File: config.mk
export PLATFORM = sky130hd
export DESIGN_NAME = seg_scan_driver
export DESIGN_NICKNAME = d
export VERILOG_FILES = /design/src/rtl/seg_scan_driver.sv
export SDC_FILE = /design/constraint.sdc
export NUM_CORES = 1
export LEC_CHECK = 0
export ABC_CLOCK_PERIOD_IN_PS = 2700
export BUFFER_PORTS_ARGS = -buffer_cell sky130_fd_sc_hd__buf_2
export CORE_MARGIN = 2
export CORE_UTILIZATION = 36
export DETAILED_ROUTE_END_ITERATION = 6
export SETUP_SLACK_MARGIN = 0.02
export SLEW_MARGIN = 20
export SYNTH_ARGS = -nofsm -noshare
export SYNTH_HDL_FRONTEND = slang
export SYNTH_SLANG_ARGS = --single-unit
File: constraint.sdc
create_clock -name clk -period 2.7 [get_ports clk]
set_clock_uncertainty 0.1 [all_clocks]
set_input_delay 0.54 -clock clk [delete_from_list [all_inputs] [get_ports clk]]
set_output_delay 0.54 -clock clk [all_outputs]
set_load 0.02 [all_outputs]
File: src/rtl/seg_scan_driver.sv
// seg_scan_driver
// Time-multiplexed driver for an 8-digit, two-group seven-segment display.
// Both 4-digit groups are scanned in parallel. Slot s lights digit s on the
// right group and digit s+4 on the left group. Incoming data is held in a
// shadow register. It is copied to the active register only when the slot
// counter wraps 3->0, so a frame never mixes old and new data. Each slot
// begins with BLANK_CYCLES of dead time, with everything off, to avoid ghosting.
//
// Ports
//   clk        system clock
//   rst        asynchronous, active-low reset
//   data       eight nibbles; digit k = data[4k+3:4k], digit 7 leftmost
//   dp         decimal point per digit (bit k -> digit k)
//   blank_en   leading-zero blanking enable
//   data_vld   capture strobe for data/dp/blank_en
//   seg_data   left-group segments (digits 7..4), bit0=a .. bit6=g, bit7=dp
//   seg_data2  right-group segments (digits 3..0), same encoding
//   seg_cs     digit enables, bit k enables digit k
//   frame_tick one-cycle pulse when a new frame starts
module seg_scan_driver #(
  parameter int DIV          = 100000,
  parameter int BLANK_CYCLES = 1000
) (
  input  logic        clk,
  input  logic        rst,
  input  logic [31:0] data,
  input  logic [7:0]  dp,
  input  logic        blank_en,
  input  logic        data_vld,
  output logic [7:0]  seg_data,
  output logic [7:0]  seg_data2,
  output logic [7:0]  seg_cs,
  output logic        frame_tick
);

  localparam int CNT_W = $clog2(DIV);
  localparam logic [CNT_W-1:0] CNT_LAST = CNT_W'(DIV - 1);

  logic [CNT_W-1:0] cnt_reg;
  logic [1:0]       slot_reg;

  logic [31:0] sh_data_reg, act_data_reg;
  logic [7:0]  sh_dp_reg, act_dp_reg;
  logic        sh_blank_reg, act_blank_reg;

  logic [7:0] seg_data_reg, seg_data2_reg, seg_cs_reg;
  logic       frame_tick_reg;

  logic [7:0] seg_data_next, seg_data2_next, seg_cs_next;
  logic       cnt_last, wrap, dead;
  logic [7:0] blank_dig;
  logic [7:0] digit_seg [8];

  function automatic logic [6:0] hex7(input logic [3:0] n);
    case (n)
      4'h0: hex7 = 7'h3F;
      4'h1: hex7 = 7'h06;
      4'h2: hex7 = 7'h5B;
      4'h3: hex7 = 7'h4F;
      4'h4: hex7 = 7'h66;
      4'h5: hex7 = 7'h6D;
      4'h6: hex7 = 7'h7D;
      4'h7: hex7 = 7'h07;
      4'h8: hex7 = 7'h7F;
      4'h9: hex7 = 7'h6F;
      4'hA: hex7 = 7'h77;
      4'hB: hex7 = 7'h7C;
      4'hC: hex7 = 7'h39;
      4'hD: hex7 = 7'h5E;
      4'hE: hex7 = 7'h79;
      default: hex7 = 7'h71;
    endcase
  endfunction

  assign cnt_last = (cnt_reg == CNT_LAST);
  assign wrap     = cnt_last && (slot_reg == 2'd3);

  generate
    if (BLANK_CYCLES > 0) begin : g_dead
      assign dead = (cnt_reg < CNT_W'(BLANK_CYCLES));
    end else begin : g_no_dead
      assign dead = 1'b0;
    end
  endgenerate

  // The leading-zero run is scanned from digit 7 downwards over both groups.
  // A lit decimal point ends the run, so the zeros to its right stay visible
  // (e.g. "0.0"). Digit 0 always shows.
  always_comb begin
    logic run;
    run       = 1'b1;
    blank_dig = '0;
    for (int k = 7; k >= 1; k--) begin
      run          = run && (act_data_reg[4*k +: 4] == 4'h0) && !act_dp_reg[k];
      blank_dig[k] = act_blank_reg && run;
    end
  end

  genvar gi;
  generate
    for (gi = 0; gi < 8; gi++) begin : g_digit
      assign digit_seg[gi] = blank_dig[gi] ? 8'h00
                           : {act_dp_reg[gi], hex7(act_data_reg[4*gi +: 4])};
    end
  endgenerate

  always_comb begin
    seg_cs_next    = '0;
    seg_data_next  = '0;
    seg_data2_next = '0;
    if (!dead) begin
      seg_cs_next[{1'b0, slot_reg}] = 1'b1;
      seg_cs_next[{1'b1, slot_reg}] = 1'b1;
      seg_data_next                 = digit_seg[{1'b1, slot_reg}];
      seg_data2_next                = digit_seg[{1'b0, slot_reg}];
    end
  end

  always_ff @(posedge clk or negedge rst) begin
    if (!rst) begin
      cnt_reg        <= '0;
      slot_reg       <= '0;
      sh_data_reg    <= '0;
      sh_dp_reg      <= '0;
      sh_blank_reg   <= 1'b0;
      act_data_reg   <= '0;
      act_dp_reg     <= '0;
      act_blank_reg  <= 1'b0;
      seg_data_reg   <= '0;
      seg_data2_reg  <= '0;
      seg_cs_reg     <= '0;
      frame_tick_reg <= 1'b0;
    end else begin
      if (data_vld) begin
        sh_data_reg  <= data;
        sh_dp_reg    <= dp;
        sh_blank_reg <= blank_en;
      end
      if (cnt_last) begin
        cnt_reg  <= '0;
        slot_reg <= slot_reg + 2'd1;
      end else begin
        cnt_reg <= cnt_reg + CNT_W'(1);
      end
      // Active takes the pre-edge shadow, so a capture on this same edge
      // waits one more frame.
      if (wrap) begin
        act_data_reg  <= sh_data_reg;
        act_dp_reg    <= sh_dp_reg;
        act_blank_reg <= sh_blank_reg;
      end
      frame_tick_reg <= wrap;
      seg_data_reg   <= seg_data_next;
      seg_data2_reg  <= seg_data2_next;
      seg_cs_reg     <= seg_cs_next;
    end
  end

  assign seg_data   = seg_data_reg;
  assign seg_data2  = seg_data2_reg;
  assign seg_cs     = seg_cs_reg;
  assign frame_tick = frame_tick_reg;

endmodule
==> results.md <==
| Parameter | Reported |
|:---|:---|
| Setup repair after global routing missed its margin | false |
| Post-synthesis async set-or-reset flop share | 1.00 |
| Kind of end point of the critical path | flip-flop |
| Class of the most critical setup path | flip-flop to flip-flop |
| Clock Pin Slew Worst Setup and Hold Paths | 60 ps |
| First drt pass iteration count | 5 |
| Final core utilization | 0.443 |
| Critical path data arrival time | 2790 ps |
| Distinct cell type count after synthesis | 55 |
| Width of the die | 143 um |
| Antenna violations before repair | 0 |
| Cell internal pwr | 0.00339 W |
| CTS hold repair buffers | 0 |
| Startpoint type of the worst setup path | flip-flop |
| Via count of the first global-routing pass | 5417 |
| Top-Level Pins | 69 |
| Slew Limit Headroom | 0.546 |
| Power density cells | 526 nW/um2 |
| Area growth from synthesis to final layout | 20.3% |
| Placement Setup Slack | 54.2 ps |
| CTS tree | done |
| Count of flip-flops with a built-in enable after synthesis | 0 |
| GP Congestion | 0.945 |
| Synthesized netlist net count | 738 |
| Global-route wire length before repair | 28300 um |
| Final clock period utilization by the worst path | 0.953 |
| Smallest setup slack after layout | 126 ps |
| Setup violation total in the final timing report | 0 |
| Register bit total from synthesis | 122 |
| Hold Fails Final Rpt | 0 |
| Drc violations | 0 |
| Cell Area, Synth | 6920 um2 |
| Commonest cells in the netlist | dfrtp_1 (122), mux2_2 (65), ha_1 (45), clkbuf_1 (39), o21ai_0 (38) |
| Overall Global Routing Usage | 0.179 |
| Layout cells sized above 1 | 0.307 |
| Detailed placer's ending HPWL | 12500 um |
| Number of design-rule violations left by the first detailed-router iteration | 282 |
| CP max FO | 7 |
| Count of mapped cells out of synthesis | 649 |
| Pin count of the biggest net entering global routing | 123 |
| Per-instance average area after synthesis | 10.7 um2 |
| Relative contribution of the clock network to total power | 0.525 |
| Crit path time final | 2570 ps |
| Max Clock Freq | 388 MHz |
| Worst hold path class | input port to async pin |
| Detailed-route wire length | 17200 um |
| Clock latency reported for the late side of the worst-skew pair | 430 ps |
| CORE AREA | 18800 um2 |
| Top cells by area, synth | dfrtp_1 (44%), mux2_2 (11%), ha_1 (8.1%), o21ai_0 (2.7%), mux4_2 (2.6%) |
| Top FF cell, synth | dfrtp_1 |
| Yosys warns | 0 |
| CTS root buffer | clkbuf_16 |
| Sequential share of power | 0.440 |
| Share of power burned in combinational logic | 0.035 |
| Share of the synthesized area in the top cell type | 0.441 |
| CTS max path bufs | 2 |
| Wire length per cell | 17.6 um |
| Status | completed |
| Die span in y | 143 um |
| Overall power of the completed layout | 0.00438 W |
| Most frequent cell after synthesis | dfrtp_1 |
| Nets | 819 |
| Slew at the pin closest to its max-slew limit | 681 ps |
| Post-DRT Antenna Nets | 0 |
| Layout filler cell count | 1731 |
| Antenna diode count | 0 |
| Die outline area | 20300 um2 |
| Switch share | 0.227 |
| Final-report max-slew violation count | 0 |
| Per-cell via count in the routed design | 5.41 |
| Largest area contributor in the synthesized netlist | dfrtp_1 |
| Starting density of the core | 0.369 |
| Maximum resistive drop on vdd | 0.433 mV |
| IO Port Bufs | 68 |
| Sequential fraction of the synthesis area | 0.441 |
| Total net switching power | 0.000992 W |
| Via count of the routed design | 5290 |
| Overflow left after global routing | 0 |
| Inserted Clock Buffers | 17 |
| Max capacitance violation total | 0 |
| Leakage power summed over all cells | 3.72 nW |
| Required arrival time at the worst endpoint | 2910 ps |
| Row count | 50 |
| Clk sinks | 122 |
| Max H-tree Level | 4 |
| Summed negative setup slack over all endpoints | 0 ps |
[power by group through the flow]
stage / Sequential, W / Combinational, W / Clock (W)
2_1_floorplan: 0.00194 / 0.0000743 / 0
3_3_place_gp: 0.00196 / 0.000152 / 0
3_5_place_dp: 0.00196 / 0.000157 / 0
4_1_cts: 0.00193 / 0.000158 / 0.00234
5_1_grt: 0.00193 / 0.000171 / 0.00243
6_report: 0.00193 / 0.000152 / 0.00230
[worst paths after layout]
| check | start | end | slack (ps) | cells after the start |
|---|---|---|---|---|
| setup / recovery | act_data_reg[16] | seg_data2[6] | 130 | 8 |
| hold / removal | rst | sh_data_reg[1] | 90 | 2 |
| setup reg to reg | act_data_reg[16] | seg_data2[6] | 130 | 8 |
| hold reg to reg | cnt_reg[0] | cnt_reg[0] | 390 | 1 |
| max in group asynchronous | rst | seg_data[4] | 1880 | 2 |
| min in group clk | data[2] | sh_data_reg[2] | 240 | 2 |
[cell type report]
class,count,area [um2],area share
well taps,234,293,0.0352
clock buffers,19,453,0.0544
flip-flops and latches,122,3050,0.367
clock inverters,13,143,0.0171
inverters,35,131,0.0158
repair buffers,108,656,0.0788
multi-input cells,446,3590,0.432
[critical path, cell delays in order, from the launching register on]
cell,delay (ps)
dfrtp_1,380
inv_2,90
ha_4,150
or4b_4,460
or4_4,460
o41ai_4,220
buf_4,200
a221oi_1,60
o311a_1,350
[routing by layer]
layer,track usage,wire length [um],vias up
li1,-,-,2529
met2,0.275,7860,133
met4,0.0724,408,0
met3,0.0406,752,28
met5,0,0,-
met1,0.246,8170,2600
[logic make-up after synthesis]
group | count (synthesis) | share of synthesized area
flops | 122 | 0.441
compound gates | 136 | 0.141
buf+inv | 81 | 0.0463
fa+ha+maj | 45 | 0.0814
simple gates | 166 | 0.122
xor+xnor | 12 | 0.0152
mux | 87 | 0.152
[cells in the final DEF, fill, tap and decap left out, types with 7 or more instances in the layout]
master     instances
a21oi_1           20
buf_2             67
buf_4             40
clkbuf_16         17
dfrtp_1          122
ha_1              44
inv_1             33
mux2_2            65
mux2i_1           14
mux4_2             8
nand2_1           32
nand2b_1           9
nand3_1           33
nor2_1            34
nor2b_1           14
nor3_1             9
o211ai_1          12
o21ai_0           38
o221ai_1           9
o311a_1            7
o311ai_0           8
xnor2_1            8
[through the flow]
stage	hold WS, ps	area (um2)	cells
6_report	87.3	8320	977
5_1_grt	153	8320	977
4_1_cts	144	8280	975
3_5_place_dp	389	7680	943
3_3_place_gp	379	7680	943
2_1_floorplan	144	6940	649
[timing repair]
item | CTS | global route
endpoints found under the setup margin | 0 | 8
buffers inserted | 0 | 2
resized for setup | 0 | 6
(Power assumes the default switching activity.)
